--- src/rtl/reset_conditioner.sv ---
// reset_conditioner: turns a raw asynchronous active-low reset into a clean
// active-high fabric reset. Assertion is immediate, release is synchronised
// to clk and then stretched by HOLD_CYCLES.
// Optional feature macro: RESET_CONDITIONER_SOFT_EN enables the synchronous
// software reset request and the saturating reset_count register.
module reset_conditioner #(
  parameter int SYNC_STAGES = 2,
  parameter int HOLD_CYCLES = 16
) (
  input  logic       clk,
  input  logic       reset_n,
  input  logic       sw_reset_req,
  output logic       rst_out,
  output logic       rst_out_n,
  output logic       ready,
  output logic       release_pulse,
  output logic [7:0] reset_count
);

  localparam int CW = $clog2(HOLD_CYCLES + 1);
  localparam logic [CW-1:0] HOLD_LAST = CW'(HOLD_CYCLES - 1);

  typedef enum logic [1:0] {
    ST_SYNC = 2'd0,
    ST_HOLD = 2'd1,
    ST_RUN  = 2'd2
  } state_t;

  state_t                 state_r;
  state_t                 state_nxt_s;
  logic [SYNC_STAGES-1:0] sync_r;
  logic [CW-1:0]          cnt_r;
  logic [CW-1:0]          cnt_nxt_s;
  logic                   rst_out_r;
  logic                   rst_out_n_r;
  logic                   ready_r;
  logic                   pulse_r;
  logic                   rst_nxt_s;
  logic                   ready_nxt_s;
  logic                   pulse_nxt_s;
  logic                   count_inc_s;
  logic                   soft_req_s;

`ifdef RESET_CONDITIONER_SOFT_EN
  assign soft_req_s = sw_reset_req;
`else
  // Software path disabled: the request port is kept but has no effect.
  logic unused_s;
  assign soft_req_s = 1'b0;
  assign unused_s   = ^{sw_reset_req, count_inc_s};
`endif

  // Release synchroniser: shifts in 1s, cleared asynchronously by reset_n.
  always_ff @(posedge clk or negedge reset_n) begin
    if (!reset_n) begin
      sync_r <= '0;
    end else begin
      sync_r <= {sync_r[SYNC_STAGES-2:0], 1'b1};
    end
  end

  // Next-state and next-output logic for the SYNC/HOLD/RUN sequence.
  always_comb begin
    state_nxt_s = state_r;
    cnt_nxt_s   = cnt_r;
    rst_nxt_s   = rst_out_r;
    ready_nxt_s = ready_r;
    pulse_nxt_s = 1'b0;
    count_inc_s = 1'b0;
    case (state_r)
      ST_SYNC: begin
        rst_nxt_s   = 1'b1;
        ready_nxt_s = 1'b0;
        cnt_nxt_s   = '0;
        if (sync_r[SYNC_STAGES-1]) begin
          state_nxt_s = ST_HOLD;
        end else begin
          state_nxt_s = ST_SYNC;
        end
      end
      ST_HOLD: begin
        rst_nxt_s   = 1'b1;
        ready_nxt_s = 1'b0;
        if (soft_req_s) begin
          // A request during HOLD restarts the hold window without counting.
          cnt_nxt_s = '0;
        end else if (cnt_r == HOLD_LAST) begin
          state_nxt_s = ST_RUN;
          rst_nxt_s   = 1'b0;
          ready_nxt_s = 1'b1;
          pulse_nxt_s = 1'b1;
        end else begin
          // Stops at HOLD_LAST, so the counter can never wrap.
          cnt_nxt_s = cnt_r + CW'(1);
        end
      end
      ST_RUN: begin
        if (soft_req_s) begin
          state_nxt_s = ST_HOLD;
          cnt_nxt_s   = '0;
          rst_nxt_s   = 1'b1;
          ready_nxt_s = 1'b0;
          count_inc_s = 1'b1;
        end else begin
          rst_nxt_s   = 1'b0;
          ready_nxt_s = 1'b1;
        end
      end
      default: begin
        state_nxt_s = ST_SYNC;
        cnt_nxt_s   = '0;
        rst_nxt_s   = 1'b1;
        ready_nxt_s = 1'b0;
      end
    endcase
  end

  // State, hold counter and registered outputs; reset_n clears them at once.
  always_ff @(posedge clk or negedge reset_n) begin
    if (!reset_n) begin
      state_r     <= ST_SYNC;
      cnt_r       <= '0;
      rst_out_r   <= 1'b1;
      rst_out_n_r <= 1'b0;
      ready_r     <= 1'b0;
      pulse_r     <= 1'b0;
    end else begin
      state_r     <= state_nxt_s;
      cnt_r       <= cnt_nxt_s;
      rst_out_r   <= rst_nxt_s;
      rst_out_n_r <= ~rst_nxt_s;
      ready_r     <= ready_nxt_s;
      pulse_r     <= pulse_nxt_s;
    end
  end

`ifdef RESET_CONDITIONER_SOFT_EN
  logic [7:0] reset_count_r;

  // Saturating count of software resets taken from RUN.
  always_ff @(posedge clk or negedge reset_n) begin
    if (!reset_n) begin
      reset_count_r <= 8'h00;
    end else if (count_inc_s && (reset_count_r != 8'hFF)) begin
      reset_count_r <= reset_count_r + 8'h01;
    end else begin
      reset_count_r <= reset_count_r;
    end
  end

  assign reset_count = reset_count_r;
`else
  assign reset_count = 8'h00;
`endif

  assign rst_out       = rst_out_r;
  assign rst_out_n     = rst_out_n_r;
  assign ready         = ready_r;
  assign release_pulse = pulse_r;

endmodule

--- config.mk ---
export PLATFORM = sky130hd
export DESIGN_NAME = reset_conditioner
export DESIGN_NICKNAME = d
export VERILOG_FILES = /design/src/rtl/reset_conditioner.sv
export SDC_FILE = /design/constraint.sdc
export NUM_CORES = 1
export LEC_CHECK = 0
export BUFFER_PORTS_ARGS = -buffer_cell sky130_fd_sc_hd__buf_2
export CAP_MARGIN = 10
export CORE_MARGIN = 3
export CORE_UTILIZATION = 30
export DETAILED_ROUTE_END_ITERATION = 6
export SYNTH_ARGS = -nofsm -noshare
export SYNTH_HDL_FRONTEND = slang
export SYNTH_SLANG_ARGS = --single-unit
--- constraint.sdc ---
create_clock -name clk -period 3.92 [get_ports clk]
set_input_delay 0.588 -clock clk [delete_from_list [all_inputs] [get_ports clk]]
set_output_delay 0.588 -clock clk [all_outputs]
set_load 0.05 [all_outputs]
-- Word level (Yosys, flattened, before mapping)
Cells that the tools add are included.
W data, S select, Z words.
- output and inout port bits: 12
- flip-flop bits (word level): 13
- bits of input ports: 3
- logic and storage cells: 28
- equal/unequal tests: 5
- muxes and demuxes: 10
- add/subtract/negate cells: 1
- bitwise operators: 2
- reductions and logical operators: 3
- operators with widths (cell ; number):
    $pmux W5 S2 ; 1
    $pmux W2 S3 ; 1
    $add A5 B1 Y5 const B ; 1
    $eq A5 B4 Y1 const B ; 1
    $mux W5 ; 1
    $mux W1 ; 4
    $ne A2 B2 Y1 const B ; 2
    $pmux W1 S2 ; 2
    $reduce_and A2 Y1 ; 2
    $eq A2 B1 Y1 const B ; 1
    $eq A2 B2 Y1 const B ; 1
    $logic_not A2 Y1 ; 1
    $mux W2 ; 1
    $not A1 Y1 ; 2

-- Depth between registers and ports, before layout
Gate-level depths: netlist of the first run.
- depth after elaboration: 4
- depth in mapped cells: 6
- mapped depth without buffers: 6

-- Least setup slack after synthesis of the first run
No wires, ideal clock.
- path type: flip-flop to flip-flop
- start: reg cnt_r[0]
- end: reg cnt_r[3]
- data arrival time: 1.689 ns
- data required time: 3.851 ns
- setup time: 0.069 ns
- slack: 2.162 ns
- period minus slack after synthesis: 1.758 ns
- stages on the path, launching flop included: 7
- buffers on the path: 0
- path through: dfrtp_1 ha_1 and3_1 ha_1 nand4b_1 or4_1 nand3_1
- cells in the longest elaborated chain, start to end: 3
- elaborated cells on any way between the ends: 6
- those cells by class: add/sub: 1; eq/ne: 2; mux: 2; reduce/logical: 1
- ends and longest elaborated chain (element ; line ; RTL):
    start: declaration ; 32 ; logic [CW-1:0] cnt_r;
    start signal: assignment ; 129 ; cnt_r <= cnt_nxt_s;
    $add A5 B1 Y5 / $eq A5 B4 Y1 (equally long branches) ; 94, 87 ;
    $mux W5 / $ne A2 B2 Y1 (equally long branches) ; - ;
    $pmux W5 S2 / $reduce_and A2 Y1 (equally long branches) ; - ;
Several ways; a longest one is shown, not always the timed one. The select of a mux whose other input is x is not followed.
A chain may end at the register's enable or synchronous reset.

-- Final worst setup path of the first run
Ends and elaborated chain as after synthesis.

==> run summary, run 1 <==
The number of distinct library cells after synthesis came out at 23. The detailed-route wire length is 947 um. The TritonCTS clock tree is yes. The filler cells instantiated in the layout total 207. The number of CTS-inserted buffers came out at 3. Setup repair after global routing left no endpoint under its margin. For this configuration, the core starts out at a cell density of 0.3231. Entering global routing, the biggest net connects 14 pins. The required time of the critical path came out at 4130 ps.

The global-route usage over all layers came out at 0.08388. For this run, the leading register cell type out of synthesis is sky130_fd_sc_hd__dfrtp_1. The layout cell share with drive strength beyond 1 came out at 0.1528. The upper clock frequency limit came out at 527.5 MHz. The full die area came out at 2749 sq um.

The number of antenna violations at the first check in global routing is 0. Leaving out fill and tap cells, the most frequent cells in the layout are sky130_fd_sc_hd__dfrtp_1 (12), sky130_fd_sc_hd__conb_1 (9), sky130_fd_sc_hd__nand2_1 (6), sky130_fd_sc_hd__o21ai_0 (6). The vias after detailed routing came out at 421. The via count of the first global-routing pass is 349. For this design the top-level I/O count stands at 15.

The clock latency on the worst-skew pair is 270 ps. The core utilization of the finished layout is 0.3469. The area overhead of the layout relative to synthesis is 7.350%. The setup TNS is 0 ps. The die outline width came out at 52.44 um.

Setup violations remaining at the end of the flow were counted as 0. The number of buffers inserted by port buffering is 5. The tightest hold margin came out at 182.7 ps. The number of gates resized after CTS came out at 0.

The aggregate global routing overflow is 0. The count of endpoints failing hold in the final timing report came to 0. The tightest min-delay check is of the input port to asynchronous set/reset pin type. The number of core rows is 16. The number of diodes came out at 0.

For this design the static power due to leakage is 0.3468 nW. The root buffer cell chosen for the clock tree is sky130_fd_sc_hd__clkbuf_4. Synthesis produced 65 cells. The share of synthesized flip-flops with an asynchronous set or reset is 1.000.

The post-layout instance area came out at 694.4 sq um. The mean instance size in the synthesized netlist is 9.952 sq um. The clock sink total came out at 13. The arrival time of the worst setup path is 2110 ps. In this run the vertical extent of the chip is 52.44 um. The wire length per cell came out at 9.566 um. In this run, synthesis produced a sequential element count of 13. The post-synthesis instance area is 646.9 sq um. The critical-path maximum fanout is 8. The final weighted congestion in routability-driven placement is 0.7819. The first global-routing pass estimated 1552 um of wire. Clock skew on the completed layout was measured at 0.7376 ps.

The number of enable flip-flop cells after synthesis came out at 0. The final HPWL from detailed placement is 743.2 um. The number of hold buffers added after CTS was 0. The sort of element at the end of the critical path is a flop.

The total design power came out at 0.0003326 W. The remaining design rule violation count is 0. The number of iterations in the first detailed-routing pass is 1. The flow ran to the end, and the final reports show no timing, DRC or antenna violations.

The tool flagged a number of max-cap violations equal to 0. The buffers inserted during post-CTS setup optimization came out at 0. The number of DRC violations after detailed-routing iteration 0 came out at 0. Dividing total power by cell area gives a power density of 479.0 nW/um^2. After clock tree synthesis, the clock-pin slew on the worst setup and hold paths is 70 ps. The count of pins over their slew limit is 0. After detailed routing, the number of vias per cell comes to 4.253. The highest ir drop seen on vdd is 0.1502 mV. The start-to-end type of the worst setup path is flop to flop. The placeable core area came out at 2002 sq um. At the end of the flow, the number of nets in the layout was 81. The portion of the clock cycle consumed by the worst path in the final layout is 0.4836. The yosys synthesis warning count came out at 0. STA classifies the critical path startpoint as a flop.

In this run the number of H-tree levels came out at 1. The final antenna-violating net count came out at 0. The smallest clock period supported by the final layout is computed as 1896 ps. The proportion of synthesized chip area in sequential cells is 0.5048.

The placed cell area is 668.1 sq um. The clock passes through at most 2 buffers. The library cell used most frequently in the layout, excluding fill and tap cells, is sky130_fd_sc_hd__dfrtp_1.
## layer usage
| layer | up-vias | global-route usage | share of wire |
|---|---|---|---|
| met5 | - | 0 | 0 |
| met4 | 0 | 0.06383 | 0.031 |
| met3 | 4 | 0.05128 | 0.086 |
| met2 | 13 | 0.1240 | 0.47 |
| met1 | 192 | 0.08436 | 0.41 |
| li1 | 212 | - | - |
## through the flow
step,std cells,setup WS [ps]
3_5_place_dp,95,2025
4_1_cts,99,2011
3_3_place_gp,95,2063
5_1_grt,99,1930
6_report,99,2024
2_1_floorplan,72,2162
## sequential cells by signal, indices dropped and copies added (netlist names)
name	flops
release_pulse	1
rst_out	1
sync_r	2
state_r	2
rst_out_n	1
cnt_r	5
ready	1
## area by class of cell
class,count,area (sq um),share of cell area
timing repair buffer,5,25.02,0.03604
clock buffer,4,26.28,0.03784
sequential,13,326.6,0.4703
tap,27,33.78,0.04865
multi-input combinational,44,260.3,0.3748
inverter,6,22.52,0.03243
## cells in the mapped netlist (2+ instances only)
master / n / area share
sky130_fd_sc_hd__conb_1: 2 / 0.012
sky130_fd_sc_hd__buf_4: 8 / 0.093
sky130_fd_sc_hd__ha_1: 5 / 0.097
sky130_fd_sc_hd__o21ai_0: 6 / 0.046
sky130_fd_sc_hd__inv_1: 5 / 0.029
sky130_fd_sc_hd__nand2_1: 6 / 0.035
sky130_fd_sc_hd__nand3_1: 2 / 0.015
sky130_fd_sc_hd__a21oi_1: 4 / 0.031
sky130_fd_sc_hd__nor2_1: 2 / 0.012
sky130_fd_sc_hd__dfrtp_1: 12 / 0.46
## where the power goes
part | total (W) | internal, W | leakage, nW | switching, W
combinational | 0.0000869 | 0.0000303 | 0.161 | 0.0000566
sequential | 0.000167 | 0.000151 | 0.171 | 0.0000161
clock | 0.0000787 | 0.0000395 | 0.0150 | 0.0000392
total | 0.000333 | 0.000221 | 0.347 | 0.000112
## worst max-delay path, cell delays in order (launching register included)
cell                       delay (ps)
sky130_fd_sc_hd__dfrtp_1          430
sky130_fd_sc_hd__ha_1             240
sky130_fd_sc_hd__and3_1           190
sky130_fd_sc_hd__ha_1             250
sky130_fd_sc_hd__nand4b_1         220
sky130_fd_sc_hd__or4_1            410
sky130_fd_sc_hd__nand3_1           90
## path summary, 6_finish.rpt
path                                start   endpoint  slack [ps]  cells past startpoint
worst min-delay path              reset_n   cnt_r[2]         180                      1
worst max-delay path             cnt_r[0]   cnt_r[3]        2020                      6
max in group asynchronous         reset_n    rst_out        3470                      1
worst min register to register  sync_r[0]  sync_r[1]         350                      0
min in group clk                sync_r[0]  sync_r[1]         350                      0
worst max register to register   cnt_r[0]   cnt_r[3]        2020                      6
## logic make-up after synthesis
family / Yosys count / synth area share
compound gates: 12 / 0.1006
fa+ha+maj: 5 / 0.09671
buf+inv: 15 / 0.1335
flops: 13 / 0.5048
mux: 1 / 0.01547
other cells: 2 / 0.01161
simple gates: 17 / 0.1374
(Power assumes the default switching activity.)
==> inputs of run 2 (changes only) <==
--- a/config.mk
+++ b/config.mk
@@ -5,6 +5,7 @@
 export SDC_FILE = /design/constraint.sdc
 export NUM_CORES = 1
 export LEC_CHECK = 0
+export ABC_AREA = 1
 export BUFFER_PORTS_ARGS = -buffer_cell sky130_fd_sc_hd__buf_2
 export CAP_MARGIN = 10
 export CORE_MARGIN = 3
==> constraint.sdc (replaced) <==
create_clock -name clk -period 1.6 [get_ports clk]
set_input_delay 0.24 -clock clk [delete_from_list [all_inputs] [get_ports clk]]
set_output_delay 0.24 -clock clk [all_outputs]
set_load 0.05 [all_outputs]
==> run 2 against run 1 <==
Net effect: power rose to 3.0 times the previous value; first-iteration DRC count grew 4; core utilization is 2.3 points higher; synthesized area is 2.5% higher; clock power grew 150%; global-route usage is 0.22 points lower; via count stayed put; register-to-register slack got worse by 1900 ps; critical path depth grew 4; hold slack better by 180 ps.
==> run summary, run 2 <==
The flow ran to the end, and the final reports show no timing, DRC or antenna violations. The area taken by multi-input logic gates came out at 262.8 sq um. In this run the tool buffered the top-level ports with 5 buffer cells. The detailed-route vias per instance came out at 3.972. The cell leakage power came out at 0.3773 nW. The critical path launch point type is a flop. Compared with the post-synthesis result, the final layout area differs by 12.64%. The dominant combinational cell family by area after synthesis is simple AND/OR/NAND/NOR gates. Once detailed placement completed, the half-perimeter wirelength came to 776.4 um. The CTS H-tree depth is 1. The filler cells instantiated in the layout total 218. The final weighted congestion in routability-driven placement came out at 0.7367. The most used flip-flop cell after synthesis is sky130_fd_sc_hd__dfrtp_1.

In this design, the stage delay of the slowest critical-path cell is 390 ps. The buffers inserted during post-CTS setup optimization came out at 0. Leaving out fill and tap cells, the most frequent cell in the layout is sky130_fd_sc_hd__dfrtp_1. Of the post-synthesis cell area, the dominant cell type holds 0.4528. The clock sink total is 13. Once layout is complete, the utilization of the core stands at 0.3694. The detailed-route wire length is 989 um. The number of CTS-inserted buffers came out at 3.

The final period demand of the worst path came out at 1514 ps. The remaining design rule violation count is 0. The power per cell area came out at 1335 nW/um^2.

In the final layout, the share of cells above drive strength 1 is 0.3038. The arrival time of the worst setup path is 1670 ps. The proportion of synthesized area in mux cells came out at 0. The share of synthesized flip-flops with an asynchronous set or reset is 1.000.

The height of the die came out at 53.02 um. For this configuration, the core starts out at a cell density of 0.3280. The final number of setup-violating endpoints came out at 0.

The clock latency on the worst-skew pair is 270 ps. More flip-flops sit in one register than any other, and that register is cnt_r. The min-delay analysis places its worst path in the category flop to flop. The number of flip-flops under the largest register name is 5. After global routing the overflow that remains totals 0. The via count of the first global-routing pass is 405. The full die area is 2811 sq um.

Of the total synthesized cell area, the portion taken by AND, OR, NAND and NOR gates is 0.1774. Counting along the longest clock path gives a buffer depth of 2. The number of cells after detailed placement came out at 101.

The first detailed-routing pass took 4 iterations. The number of DRC violations after detailed-routing iteration 0 came out at 4. The count of endpoints failing hold in the final timing report came out at 0. The number of antenna violations at the first check in global routing is 0.

The number of max-cap violations is 0. The number of core rows came out at 16. The start-to-end type of the worst setup path is flop to flop. The TritonCTS clock tree is yes. The top cell types in the final layout, fill and taps aside, are sky130_fd_sc_hd__dfrtp_1 (12), sky130_fd_sc_hd__inv_1 (9), sky130_fd_sc_hd__conb_1 (9), sky130_fd_sc_hd__nand2_1 (8), sky130_fd_sc_hd__buf_2 (5). By instance count, the leading cell after synthesis is sky130_fd_sc_hd__dfrtp_1.

For the worst setup path, the data required time is 1760 ps. Derived from the worst setup path, the maximum achievable clock frequency is 660.5 MHz. The yosys synthesis warning count is 0. Across the routed clock network, the largest skew measured is 3.634 ps.

The detail route stage leaves a number of antenna-violating nets equal to 0. On the critical path, the stage with the largest delay is an instance of sky130_fd_sc_hd__dfrtp_1. The instance count of the mapped netlist is 68. In the final layout, the registers with the most flip-flops are cnt_r (5), state_r (2), sync_r (2). The final critical-path setup slack came out at 86.09 ps.

The number of distinct library cells after synthesis is 21. After clock tree synthesis, the clock-pin slew on the worst setup and hold paths is 80 ps. The complex-gate fraction of the synthesized area is 0.06226.

Measured along the x axis, the die boundary spans 53.02 um. By area the synthesized netlist is led by sky130_fd_sc_hd__dfrtp_1 (45%), sky130_fd_sc_hd__ha_1 (9.4%), sky130_fd_sc_hd__buf_4 (9.1%). The fraction of the mapped netlist area in adder cells came out at 0.09434. The setup slack after placement is 48.01 ps. The completed layout was analyzed and its total power is 0.0009969 W. The critical-path maximum fanout came out at 5. The count of cells in the finished layout, fillers not included, comes to 106. The master cell of the clock root buffer is sky130_fd_sc_hd__clkbuf_4. Setup repair after global routing left no endpoint under its margin. The count of pins over their slew limit came out at 0. The largest net degree at the start of global routing came out at 14. VDD sags by at most 0.5530 mV. The number of storage elements in the synthesis netlist came out at 13. The core region is 2022 sq um.

The register area came out at 326.6 sq um. The mean instance size in the synthesized netlist came out at 9.752 sq um. Traced cell by cell, the critical path runs through ha_1 -> inv_2 -> nor3_2 -> ha_2 -> nand2_2 -> nand2_4 -> inv_4 -> nand3_2 -> nand2_1 -> nor2_2. For this run, the total global-route usage over all layers was measured as 0.08166. The routed layout has 421 vias.

The number of I/O pins is 15. The repair_antennas step left the layout with diodes totalling 0. Counting flops with a built-in enable in the synthesized netlist gives 0.

Of the available clock period, the critical path in the final layout requires 0.9462. The post-synthesis cell type with the largest combined area is sky130_fd_sc_hd__dfrtp_1. Of the synthesized area, sequential elements account for 0.4925.

Of the total synthesized cell area, the portion taken by XOR and XNOR cells is 0. The wire length per cell came out at 9.330 um. The post-synthesis instance area came out at 663.1 sq um. The setup TNS came out at 0 ps. The sort of element at the end of the critical path is a flop. The layout net count is 88. The commonest cells after synthesis are sky130_fd_sc_hd__dfrtp_1 (12), sky130_fd_sc_hd__inv_1 (10), sky130_fd_sc_hd__buf_4 (8), sky130_fd_sc_hd__nand2_1 (8), sky130_fd_sc_hd__ha_1 (5). The global-route wire length before repair came out at 1628 um.
## run 2: logic make-up after synthesis
kind of cell,Yosys count
AND/OR/NAND/NOR,23
buffers and inverters,20
AO/OA/AOI/OAI,5
other,2
flip-flops,13
adder cells (fa/ha/maj),5
## run 2: area by class of cell
class                           instances  area share
Sequential cell                        13      0.4372
Multi-Input combinational cell         42      0.3518
Clock buffer                            4     0.03518
Timing Repair Buffer                    8     0.06700
Tap cell                               27     0.04523
Inverter                               12     0.06365
## run 2: per-stage QoR
stage | hold slack [ps] | instance area (sq um)
finish | 359.9 | 747.0
global route | 370.1 | 747.0
CTS | 365.1 | 739.5
detailed placement | 139.7 | 703.2
global placement | 139.7 | 703.2
floorplan | -55.59 | 689.4
## run 2: repair_timing
| action | CTS | global route |
|---|---|---|
| setup endpoints to repair | 0 | 3 |
| resized for setup | 0 | 3 |
| hold buffers | 1 | 0 |
| hold endpoints to repair | 12 | 0 |
## run 2: critical path, delay by kind of cell, from the launching register on
family / cells / cell delay (ps)
buf+inv: 2 / 170
simple gates: 6 / 410
fa+ha+maj: 2 / 430
flops: 1 / 390
## run 2: metal layers
metal,vias up,global-route usage,routed length [um]
li1,216,-,-
met1,188,0.1045,465
met2,13,0.1136,438
met3,4,0.04225,57
met4,0,0.03404,27
met5,-,0,0
## run 2: worst paths after layout
check,start,end,slack (ps),cells past startpoint
min,sync_r[0],sync_r[1],360,0
min reg2reg,sync_r[0],sync_r[1],360,0
max reg2reg,cnt_r[0],cnt_r[2],90,10
max in group asynchronous,reset_n,rst_out,960,2
max,cnt_r[0],cnt_r[2],90,10
min in group asynchronous,reset_n,cnt_r[1],370,2
## run 2: power by group
part	internal (W)	total, W	leakage [nW]	switching, W
sequential	0.000396	0.000420	0.170	0.0000239
clock	0.0000964	0.000195	0.0150	0.0000985
combinational	0.000106	0.000382	0.192	0.000275
total	0.000599	0.000997	0.377	0.000398
